<file path="src/rtl/ps2_pkg.sv">
// ps2_pkg: shared definitions for the PS/2 host transmitter.
// Holds the sequencer state codes, the frame layout, the frame length and
// the microsecond-to-cycle conversion used to size the host timers.
package ps2_pkg;

  // Full host-to-device frame: start, 8 data, parity, stop.
  localparam int PS2_BITS = 11;

  // Sequencer state codes (kept as plain constants for older tool flows).
  localparam logic [2:0] ST_IDLE      = 3'd0;
  localparam logic [2:0] ST_INHIBIT   = 3'd1;
  localparam logic [2:0] ST_RTS       = 3'd2;
  localparam logic [2:0] ST_SHIFT     = 3'd3;
  localparam logic [2:0] ST_ACK       = 3'd4;
  localparam logic [2:0] ST_WAIT_IDLE = 3'd5;
  localparam logic [2:0] ST_DONE      = 3'd6;
  localparam logic [2:0] ST_ERR       = 3'd7;

  // Bits the host still has to present after the start bit, LSB first.
  typedef struct packed {
    logic       stop;
    logic       parity;
    logic [7:0] data;
  } ps2_frame_t;

  function automatic int unsigned us_to_cycles(input int unsigned clk_hz,
                                               input int unsigned us);
    return (clk_hz / 1000000) * us;
  endfunction

  // PS/2 uses odd parity: the parity bit makes the total count of ones odd.
  function automatic ps2_frame_t make_frame(input logic [7:0] data);
    ps2_frame_t f;
    f.stop   = 1'b1;
    f.parity = ~^data;
    f.data   = data;
    return f;
  endfunction

endpackage

</file>
<file path="src/rtl/ps2_host_tx_if.sv">
// ps2_host_tx_if: command handshake between a client and the PS/2 host
// transmitter. The client (master) offers a byte with tx_valid/tx_data and
// observes tx_ready plus the tx_done / tx_err completion pulses.
interface ps2_host_tx_if;
  logic [7:0] tx_data;
  logic       tx_valid;
  logic       tx_ready;
  logic       tx_done;
  logic       tx_err;

  modport master (
    output tx_data,
    output tx_valid,
    input  tx_ready,
    input  tx_done,
    input  tx_err
  );

  modport slave (
    input  tx_data,
    input  tx_valid,
    output tx_ready,
    output tx_done,
    output tx_err
  );
endinterface

</file>
<file path="src/rtl/ps2_sync_edge.sv">
// ps2_sync_edge: two-flop synchronizer for one raw PS/2 line plus a
// falling-edge detector on the synchronized value. Everything resets to
// the idle-high level so a reset never produces a spurious edge.
module ps2_sync_edge (
  input  logic clock,
  input  logic resetn,
  input  logic din,
  output logic sync,
  output logic fall
);

  logic meta_q;
  logic sync_q;
  logic prev_q;

  // Synchronizer chain followed by one cycle of history for edge detection.
  always_ff @(posedge clock or negedge resetn) begin
    if (!resetn) begin
      meta_q <= 1'b1;
      sync_q <= 1'b1;
      prev_q <= 1'b1;
    end else begin
      meta_q <= din;
      sync_q <= meta_q;
      prev_q <= sync_q;
    end
  end

  assign sync = sync_q;
  assign fall = prev_q & ~sync_q;

endmodule

</file>
<file path="src/rtl/ps2_host_tx.sv">
// ps2_host_tx: PS/2 host-to-device command transmitter.
// Inhibits the bus, issues request-to-send, shifts data/parity/stop on the
// device's falling clock edges, samples the device ack and reports
// tx_done or tx_err. A single down-counter times both the inhibit phase
// and the overall transfer timeout.
// Build option: define PS2_TX_ACK_CHECK_EN to turn a device NACK into
// tx_err; otherwise the ack bit is awaited but its value ignored.
//
// state      | meaning
// -----------+-----------------------------------------------------------
// IDLE       | ready for a command, both lines released
// INHIBIT    | host holds clock low for the inhibit time
// RTS        | clock released, data held low (start bit), timeout armed
// SHIFT      | present data[0..7], parity, stop on device falling edges
// ACK        | wait for the ack clock edge and sample the data line
// WAIT_IDLE  | wait for the device to release both lines
// DONE       | one-cycle tx_done, then IDLE
// ERR        | one-cycle tx_err (timeout or NACK), lines released
module ps2_host_tx
  import ps2_pkg::*;
#(
  parameter int unsigned CLK_FREQ_HZ = 50000000,
  parameter int unsigned INHIBIT_US  = 100,
  parameter int unsigned TIMEOUT_US  = 15000
) (
  input  logic           clock,
  input  logic           resetn,
  ps2_host_tx_if.slave   tx,
  input  logic           ps2_clk_in,
  input  logic           ps2_data_in,
  output logic           ps2_clk_oe,
  output logic           ps2_data_oe
);

  localparam int unsigned INH_CYC = us_to_cycles(CLK_FREQ_HZ, INHIBIT_US);
  localparam int unsigned TO_CYC  = us_to_cycles(CLK_FREQ_HZ, TIMEOUT_US);
  localparam int unsigned TMR_MAX = (INH_CYC > TO_CYC) ? INH_CYC : TO_CYC;
  localparam int          TMR_W   = $clog2(TMR_MAX + 1);

  // Inhibit: loaded on accept, counts INH_CYC cycles down to zero.
  localparam logic [TMR_W-1:0] INH_LOAD = TMR_W'(INH_CYC - 1);
  // Timeout: loaded in RTS so that ERR lands exactly TO_CYC cycles after
  // the RTS cycle (one cycle for the load, one for the ERR transition).
  localparam logic [TMR_W-1:0] TO_LOAD  = TMR_W'(TO_CYC - 2);

  // Falling edge that makes the host present the stop bit.
  localparam logic [3:0] LAST_BIT = 4'(PS2_BITS - 2);

  logic [2:0]            state;
  logic [2:0]            state_nxt;
  logic [TMR_W-1:0]      timer;
  logic [PS2_BITS-2:0]   frame_q;
  logic [3:0]            bit_cnt;
  logic                  data_drv;

  logic                  clk_sync;
  logic                  clk_fall;
  logic                  data_sync;
  logic                  data_fall_unused;

  logic                  accept;
  logic                  tmr_zero;
  logic                  in_xfer;
  logic                  timed_out;
  logic                  shift_en;
  logic                  nack_fatal;

  ps2_sync_edge u_sync_clk (
    .clock  (clock),
    .resetn (resetn),
    .din    (ps2_clk_in),
    .sync   (clk_sync),
    .fall   (clk_fall)
  );

  ps2_sync_edge u_sync_data (
    .clock  (clock),
    .resetn (resetn),
    .din    (ps2_data_in),
    .sync   (data_sync),
    .fall   (data_fall_unused)
  );

  assign accept    = (state == ST_IDLE) && tx.tx_valid;
  assign tmr_zero  = (timer == '0);
  assign in_xfer   = state inside {ST_SHIFT, ST_ACK, ST_WAIT_IDLE};
  assign timed_out = in_xfer && tmr_zero;
  assign shift_en  = (state == ST_SHIFT) && !timed_out && clk_fall;

`ifdef PS2_TX_ACK_CHECK_EN
  // A released (high) data line at the ack edge means the device NACKed.
  assign nack_fatal = data_sync;
`else
  assign nack_fatal = 1'b0;
`endif

  // Next-state decode; timeout has priority over any line activity.
  always_comb begin
    state_nxt = state;
    case (state)
      ST_IDLE:      if (tx.tx_valid) state_nxt = ST_INHIBIT;
      ST_INHIBIT:   if (tmr_zero) state_nxt = ST_RTS;
      ST_RTS:       state_nxt = ST_SHIFT;
      ST_SHIFT: begin
        if (timed_out)                            state_nxt = ST_ERR;
        else if (clk_fall && bit_cnt == LAST_BIT) state_nxt = ST_ACK;
      end
      ST_ACK: begin
        if (timed_out)     state_nxt = ST_ERR;
        else if (clk_fall) state_nxt = nack_fatal ? ST_ERR : ST_WAIT_IDLE;
      end
      ST_WAIT_IDLE: begin
        if (timed_out)                  state_nxt = ST_ERR;
        else if (clk_sync && data_sync) state_nxt = ST_DONE;
      end
      ST_DONE:      state_nxt = ST_IDLE;
      ST_ERR:       state_nxt = ST_IDLE;
      default:      state_nxt = ST_IDLE;
    endcase
  end

  // State register.
  always_ff @(posedge clock or negedge resetn) begin
    if (!resetn) state <= ST_IDLE;
    else         state <= state_nxt;
  end

  // Shared down-counter: inhibit length first, then the transfer timeout.
  always_ff @(posedge clock or negedge resetn) begin
    if (!resetn) begin
      timer <= '0;
    end else if (accept) begin
      timer <= INH_LOAD;
    end else if (state == ST_RTS) begin
      timer <= TO_LOAD;
    end else if (!tmr_zero && (state == ST_INHIBIT || in_xfer)) begin
      timer <= timer - TMR_W'(1);
    end
  end

  // Frame shifter and data-line drive; a bit appears the cycle after the
  // falling edge that requested it, and the stop bit (1) releases the line.
  always_ff @(posedge clock or negedge resetn) begin
    if (!resetn) begin
      frame_q  <= '1;
      bit_cnt  <= '0;
      data_drv <= 1'b0;
    end else begin
      if (accept) begin
        frame_q <= make_frame(tx.tx_data);
        bit_cnt <= '0;
      end
      if (state == ST_INHIBIT && tmr_zero) begin
        data_drv <= 1'b1;
      end else if (shift_en) begin
        data_drv <= ~frame_q[0];
        frame_q  <= {1'b1, frame_q[PS2_BITS-2:1]};
        bit_cnt  <= bit_cnt + 4'd1;
      end else if (state_nxt == ST_ERR || state_nxt == ST_IDLE) begin
        data_drv <= 1'b0;
      end
    end
  end

  assign ps2_clk_oe  = (state == ST_INHIBIT);
  assign ps2_data_oe = data_drv;

  assign tx.tx_ready = (state == ST_IDLE);
  assign tx.tx_done  = (state == ST_DONE);
  assign tx.tx_err   = (state == ST_ERR);

endmodule

</file>
<file path="src/flat_wrapper.sv">
// flat-port wrapper written by rule: the top's interface ports become plain ports
module ps2_host_tx_flat import ps2_pkg::*;
#(
  parameter int unsigned CLK_FREQ_HZ = 50000000,
  parameter int unsigned INHIBIT_US  = 100,
  parameter int unsigned TIMEOUT_US  = 15000
)
  (clock, resetn, ps2_clk_in, ps2_data_in, ps2_clk_oe, ps2_data_oe, tx_tx_data, tx_tx_valid, tx_tx_ready, tx_tx_done, tx_tx_err);
  ps2_host_tx_if tx_i ();
  input  logic clock;
  input  logic resetn;
  input  logic ps2_clk_in;
  input  logic ps2_data_in;
  output logic ps2_clk_oe;
  output logic ps2_data_oe;
  input wire logic [$bits(tx_i.tx_data)-1:0] tx_tx_data;
  input wire logic [$bits(tx_i.tx_valid)-1:0] tx_tx_valid;
  output wire logic [$bits(tx_i.tx_ready)-1:0] tx_tx_ready;
  output wire logic [$bits(tx_i.tx_done)-1:0] tx_tx_done;
  output wire logic [$bits(tx_i.tx_err)-1:0] tx_tx_err;
  assign tx_i.tx_data = tx_tx_data;
  assign tx_i.tx_valid = tx_tx_valid;
  assign tx_tx_ready = tx_i.tx_ready;
  assign tx_tx_done = tx_i.tx_done;
  assign tx_tx_err = tx_i.tx_err;
  ps2_host_tx #(.CLK_FREQ_HZ(CLK_FREQ_HZ), .INHIBIT_US(INHIBIT_US), .TIMEOUT_US(TIMEOUT_US)) u_core (.clock(clock), .resetn(resetn), .tx(tx_i), .ps2_clk_in(ps2_clk_in), .ps2_data_in(ps2_data_in), .ps2_clk_oe(ps2_clk_oe), .ps2_data_oe(ps2_data_oe));
endmodule
</file>
<file path="config.mk">
export PLATFORM = sky130hd
export DESIGN_NAME = ps2_host_tx_flat
export DESIGN_NICKNAME = d
export VERILOG_FILES = /design/src/rtl/ps2_pkg.sv /design/src/rtl/ps2_host_tx_if.sv /design/src/rtl/ps2_sync_edge.sv /design/src/rtl/ps2_host_tx.sv /design/src/flat_wrapper.sv
export SDC_FILE = /design/constraint.sdc
export NUM_CORES = 1
export LEC_CHECK = 0
export BUFFER_PORTS_ARGS = -buffer_cell sky130_fd_sc_hd__buf_2
export CELL_PAD_IN_SITES_DETAIL_PLACEMENT = 0
export CELL_PAD_IN_SITES_GLOBAL_PLACEMENT = 2
export CORE_MARGIN = 1.5
export CORE_UTILIZATION = 41
export DETAILED_ROUTE_END_ITERATION = 8
export GPL_TIMING_DRIVEN = 0
export MAX_ROUTING_LAYER = met4
export PLACE_DENSITY = 0.92
export SLEW_MARGIN = 25
export SYNTH_ARGS = -nofsm -noshare
export SYNTH_HDL_FRONTEND = slang
export SYNTH_SLANG_ARGS = --single-unit
</file>
<file path="constraint.sdc">
create_clock -name clock -period 6.2 [get_ports clock]
set_input_delay 0.31 -clock clock [delete_from_list [all_inputs] [get_ports clock]]
set_output_delay 0.31 -clock clock [all_outputs]
set_load 0.05 [all_outputs]
</file>
## Yosys cells after proc, flatten, opt, wreduce, memory -nomap -nowiden

Cells that the tools add are included.

- Add/subtract/negate cells: 2
- $mul: 0
- Div/mod/pow operators: 0
- $lt $le $gt $ge: 0
- Equality and inequality tests: 9
- Shift operators: 0
- Multiplexer cells: 21
- Bitwise gates (word level): 3
- Reductions and logical operators: 20

Operators by type and width:

| operator | count |
|---|---|
| two-way mux 20 bit | 3 |
| two-way mux 10 bit | 3 |
| two-way mux 3 bit | 8 |
| one-hot mux 3 bit (7 select lines) | 1 |
| logical NOT 20 bit | 1 |
| subtractor 20 x 1 -> 20 bit (second input constant) | 1 |
| == test 3 bit (second input constant) | 5 |
| two-way mux 4 bit | 3 |
| nonzero test 3 bit | 3 |
| logical AND 1 bit | 8 |
| XNOR reduction 8 bit | 1 |
| == test 3 x 2 -> 1 bit (second input constant) | 2 |
| logical NOT 3 bit | 2 |
| adder 4 x 1 -> 4 bit (second input constant) | 1 |
| == test 4 bit (second input constant) | 1 |
| == test 3 x 1 -> 1 bit (second input constant) | 1 |
| two-way mux 1 bit | 3 |
| logical NOT 1 bit | 2 |
| logical OR 1 bit | 2 |
| inverter 1 bit | 2 |
| OR reduction 2 bit | 1 |
| bitwise AND 1 bit | 1 |

- Bits in registers: 43
- Latch bits: 0
- Bits in writable memories: 0
- ROM bits: 0
- Word-level logic and storage cells: 65
- Memories: 0

## Longest topological paths before layout

- Depth after elaboration: 11
- Depth in mapped cells: 9

## By module

From an unflattened synthesis, not the netlist that was laid out.

- Cells, all modules: 228
- Area total of the unflattened synthesis: 2,357.3 um2

By module, submodules not included:

| module | instances | cells each | area each (um2) | sequential area each (um2) |
|---|---|---|---|---|
| ps2_host_tx | 1 | 220 | 2,172.1 | 963.4 |
| ps2_sync_edge | 2 | 4 | 92.6 | 78.8 |

## Worst setup path after synthesis

OpenSTA, ideal clock, no wires.

- Path type: reg-to-reg
- Start point: register u_core.state[2]
- End point: register u_core.timer[14]
- Arrival: 2.400 ns
- Required time: 6.052 ns
- Slack: 3.653 ns
- Cell stages (with the launch flop): 7
- Cells stage by stage: dfrtp_1 > buf_6 > nor3_1 > and2_1 > nor2_1 > o21ai_0 > o311ai_0

RTL lines:

| element | line | text |
|---|---|---|
| from (decl) | ps2_host_tx.sv:49 | `logic [2:0] state;` |
| from (signal assigned) | ps2_host_tx.sv:125 | `else state <= state_nxt;` |
| logical NOT 3 bit * | - |  |
| via tx_tx_ready | flat_wrapper.sv:18 | `output wire logic [$bits(tx_i.tx_ready)-1:0] tx_tx_ready;` |
| logical AND 1 bit * | ps2_host_tx.sv:84 | `assign accept = (state == ST_IDLE) && tx.tx_valid;` |
| nonzero test 3 bit (no source line) or two-way mux 20 bit (tied branches) | - |  |
| to (signal assigned) | ps2_host_tx.sv:137 | `timer <= timer - TMR_W'(1);` |
| to (decl) | ps2_host_tx.sv:51 | `logic [TMR_W-1:0] timer;` |

The timed path passes the listed nets; every way through them passes the cells marked *.
A chain may end at the register's enable or synchronous reset.

## Final worst setup path

- Start point: register u_core.timer[0]
- End point: register u_core.timer[14]

- Word-level cells in the longest chain between the ends: 4

RTL lines:

| element | line | text |
|---|---|---|
| subtractor 20 x 1 -> 20 bit or logical NOT 20 bit (tied branches) | ps2_host_tx.sv:137, ps2_host_tx.sv:85 |  |
| two-way mux 20 bit or logical NOT 1 bit (tied branches) | ps2_host_tx.sv:136 | `end else if (!tmr_zero && (state == ST_INHIBIT \|\| in_xfer)) begin` |
| two-way mux 20 bit or logical AND 1 bit (tied branches) | ps2_host_tx.sv:134, ps2_host_tx.sv:136 |  |
| two-way mux 20 bit or nonzero test 3 bit (tied branches) | - |  |

Several ways; a longest one is shown, not always the timed one. The select of a mux whose other input is x is not followed.

==> results.json <==
{
  "clk_latency_ns": 0.30,
  "min-delay-path-class": "in2async",
  "postSynthNetCount": 260,
  "tightestPinTransition_ns": 0.9295,
  "synth_sequential_area_ratio_pct": 45.27,
  "failed_checks": "negative hold slack",
  "rr_endpoint": "u_core.timer[14]",
  "vdd.ir_drop.worst_mv": 0.09674,
  "worst-endpoint-required_ns": 6.35,
  "worst_path_max_delay_cell": "sky130_fd_sc_hd__dfrtp_1",
  "cp-start-kind": "flop",
  "synth_common_cells": "sky130_fd_sc_hd__nand2_1 (38), sky130_fd_sc_hd__nor2_1 (29), sky130_fd_sc_hd__dfrtp_1 (28), sky130_fd_sc_hd__dfstp_2 (15), sky130_fd_sc_hd__xnor2_1 (13)",
  "final.setup.tns_ns": 0,
  "post_cts_hold_buffer_count": 0,
  "synth_top_cell_by_area": "sky130_fd_sc_hd__dfrtp_1",
  "vias_per_cell": 5.419,
  "r2r_slack_ns": 3.80,
  "antenna_found_initial": 0,
  "final_min_period_over_clock_period_pct": 38.72,
  "synth.lib_cells_used.distinct": 59,
  "buffer_count_from_post_cts_setup_fixing": 0,
  "detailedPlace.worstSlack_ns": 3.868,
  "critical_path.startpoint": "u_core.timer[0]",
  "cts.repair.resized": 0,
  "inserted_clock_buffers": 5,
  "io_pins": 18,
  "worst_setup_path_end_kind": "flop",
  "dieArea_um2": 6369,
  "starting_drc_count_in_detailed_routing": 106,
  "cts.clk_slew.worst_paths_ns": 0.08,
  "floorplan.initialDensity_pct": 43.13,
  "hold_slack_ns": -0.001174,
  "fraction_of_registers_with_async_set_or_reset_after_synthesis_pct": 100.0,
  "postSynth.topFlopCell": "sky130_fd_sc_hd__dfrtp_1",
  "avgSynthCellArea_um2": 9.912,
  "cap_violations": 0,
  "clock_tree_from_tritoncts": "done",
  "detailroute.via_count": 1848,
  "min_period_ns": 2.400,
  "critical_path.endpoint": "u_core.timer[14]",
  "grt_pass1_vias": 1776,
  "die_y_um": 79.81,
  "floorplan.die.width_um": 79.81,
  "hold_viol": 1,
  "wl_um": 5217,
  "max_slew_margin_pct": 37.56,
  "global_route.peak_usage_layer": "met2",
  "clock_path_buffers": 2,
  "worst_r2r_startpoint": "u_core.timer[0]",
  "remaining_drc_errors": 0,
  "post-synth-top-count-cell": "sky130_fd_sc_hd__nand2_1",
  "ws_path_type": "reg2reg",
  "final_setup_violation_count": 0,
  "grtUsageTotal_pct": 19.13,
  "critPathMaxFanout": 10,
  "root_buffer": "sky130_fd_sc_hd__clkbuf_8",
  "diodes": 0,
  "rsz0062_at_grt": "false",
  "drt.antenna.violating_nets": 0,
  "cpPeakStageDelay_ns": 0.45,
  "grt_residual_overflow": 0,
  "synth_area_um2": 2419,
  "netlist_instances": 244,
  "finClkSkew_ns": 0.01094,
  "grt_use_met1_pct": 27.17,
  "outcome": "finished, violations left",
  "placement_rows": 27,
  "gr-usage-met2_pct": 27.63,
  "series_of_cell_instances_along_the_critical_path": "inv_1 -> ha_1 -> nor3b_2 -> nand4_2 -> o21ai_1 -> buf_2 -> nor2_1 -> o21ai_0 -> o311ai_0",
  "clk_sinks": 43,
  "grt.met3_usage_pct": 3.771,
  "synth_edf_count": 0,
  "grt_max_degree": 44,
  "drv_slew": 0,
  "finalNetCount": 284,
  "syn_to_final_growth_pct": 11.64,
  "wirelength_per_cell_um": 15.30,
  "first_pass_grt_wire_length_um": 9094,
  "dp.final_hpwl_um": 3752,
  "core_box_area_um2": 5608,
  "drt_pre_antenna_iters": 4,
  "ys_warn_count": 0,
  "worstRegToRegCells": 9,
  "synth_largest_type_area_fraction_pct": 28.97,
  "worst_slack_ns": 3.800,
  "drive_gt1_share_pct": 27.51,
  "maximum_frequency_from_static_timing_analysis_mhz": 416.6,
  "static-leakage-power_uw": 0.001057,
  "cts.htree.levels": 2,
  "arrival_ns": 2.55,
  "netlist_top_cells_area": "sky130_fd_sc_hd__dfrtp_1 (29%), sky130_fd_sc_hd__dfstp_2 (16%), sky130_fd_sc_hd__nand2_1 (5.9%)",
  "port_buffers": 17,
  "ys_ff_latch": 43,
  "p_per_area_nw_per_um2": 193.0,
  "gpl.final_weighted_congestion": 0.8400
}
## cells by family after synthesis
kind of cell | Yosys count | synth area share [%]
adders and majority gates | 3 | 1.552
and+or+nand+nor | 118 | 27.63
muxes | 2 | 0.8794
xor gates and xnor gates | 17 | 6.156
DFF | 43 | 45.27
buffers and inverters | 16 | 3.828
AOI/OAI and AO/OA | 45 | 14.69
## state kept, by name (all words and copies together), names as in the netlist
| name | cells |
|---|---|
| u_core.frame_q | 10 |
| u_core.ps2_data_oe | 1 |
| u_core.timer | 20 |
| u_core.u_sync_data.sync | 1 |
| u_core.u_sync_clk.meta_q | 1 |
| u_core.state | 3 |
| u_core.bit_cnt | 4 |
| u_core.u_sync_clk.prev_q | 1 |
| u_core.u_sync_data.meta_q | 1 |
| u_core.u_sync_clk.sync | 1 |
## worst min-delay path by stage
stage / start / end / slack (ns) / cells after the start
after floorplan: resetn / u_core.bit_cnt[0] / 0.01 / 0
after global placement: u_core.u_sync_clk.meta_q / u_core.u_sync_clk.sync / 0.35 / 0
after detailed placement: u_core.u_sync_data.meta_q / u_core.u_sync_data.sync / 0.35 / 0
after CTS: ps2_data_in / u_core.u_sync_data.meta_q / 0.09 / 1
after global routing: resetn / u_core.state[0] / 0.04 / 1
final: resetn / u_core.timer[3] / -0.001 / 1
## layout make-up
| type | instances | area (um^2) |
|---|---|---|
| repair buffers | 17 | 87.58 |
| multi-input cells | 185 | 1231 |
| fillers | 558 | 2908 |
| flip-flops and latches | 43 | 1095 |
| inverters | 8 | 30.03 |
| clock inverters | 1 | 7.507 |
| clock buffers | 7 | 96.34 |
| plain buffers | 8 | 62.56 |
| well taps | 72 | 90.09 |
## metrics by stage
| step | instances | hold WS (ns) | util [%] | total power (uW) | area [um^2] |
|---|---|---|---|---|---|
| 2_1_floorplan | 244 | 0.01441 | - | 313.2 | 2419 |
| 3_3_place_gp | 333 | 0.3463 | 46.25 | 327.3 | 2594 |
| 3_5_place_dp | 333 | 0.3496 | 46.25 | 327.7 | 2594 |
| 4_1_cts | 341 | 0.09215 | 48.10 | 529.2 | 2698 |
| 5_1_grt | 341 | 0.04250 | 48.15 | 543.0 | 2700 |
| 6_report | 341 | -0.001174 | 48.15 | 521.1 | 2700 |
## worst max-delay path, delay by kind of cell (launching register included)
family | cells | cell delay [ns]
compound gates | 3 | 0.67
flops | 1 | 0.45
buf+inv | 2 | 0.37
simple gates | 3 | 0.59
fa+ha+maj | 1 | 0.17
## power breakdown
group | leakage, uW | switching [uW] | total, uW | internal [uW]
Sequential | 0.000450 | 7.18 | 295 | 288
Combinational | 0.000557 | 15.0 | 27.3 | 12.4
Clock | 0.0000505 | 97.5 | 199 | 101
Total | 0.00106 | 120 | 521 | 401
## routing by layer
metal | part of all wire, % | wire, um
met2 | 47 | 2444
met5 | 0 | 0
met3 | 2.5 | 132
met4 | 0.92 | 48
met1 | 50 | 2591
## placed cells by master (no fill, tap or decap), types with 2 or more instances in the layout
cell type                  instances
sky130_fd_sc_hd__nand2_1          38
sky130_fd_sc_hd__nor2_1           29
sky130_fd_sc_hd__dfrtp_1          28
sky130_fd_sc_hd__buf_2            19
sky130_fd_sc_hd__dfstp_2          15
sky130_fd_sc_hd__xnor2_1          13
sky130_fd_sc_hd__nand3_1           9
sky130_fd_sc_hd__inv_1             8
sky130_fd_sc_hd__clkbuf_8          8
sky130_fd_sc_hd__a22oi_2           8
sky130_fd_sc_hd__o211ai_1          6
sky130_fd_sc_hd__o21ai_0           5
sky130_fd_sc_hd__a21oi_1           5
sky130_fd_sc_hd__or4_1             5
sky130_fd_sc_hd__nand4_1           4
sky130_fd_sc_hd__nor3_1            4
sky130_fd_sc_hd__xor2_1            4
sky130_fd_sc_hd__o21ai_1           4
sky130_fd_sc_hd__nor4_4            3
sky130_fd_sc_hd__o311ai_0          3
sky130_fd_sc_hd__ha_1              3
sky130_fd_sc_hd__buf_6             2
sky130_fd_sc_hd__nand2b_1          2
sky130_fd_sc_hd__nor4_1            2
sky130_fd_sc_hd__a211o_1           2
sky130_fd_sc_hd__o22ai_1           2
sky130_fd_sc_hd__and2_1            2
sky130_fd_sc_hd__o31ai_1           2
sky130_fd_sc_hd__buf_4             2
sky130_fd_sc_hd__o311ai_1          2
Note: power is estimated with default switching activity, not from simulation.
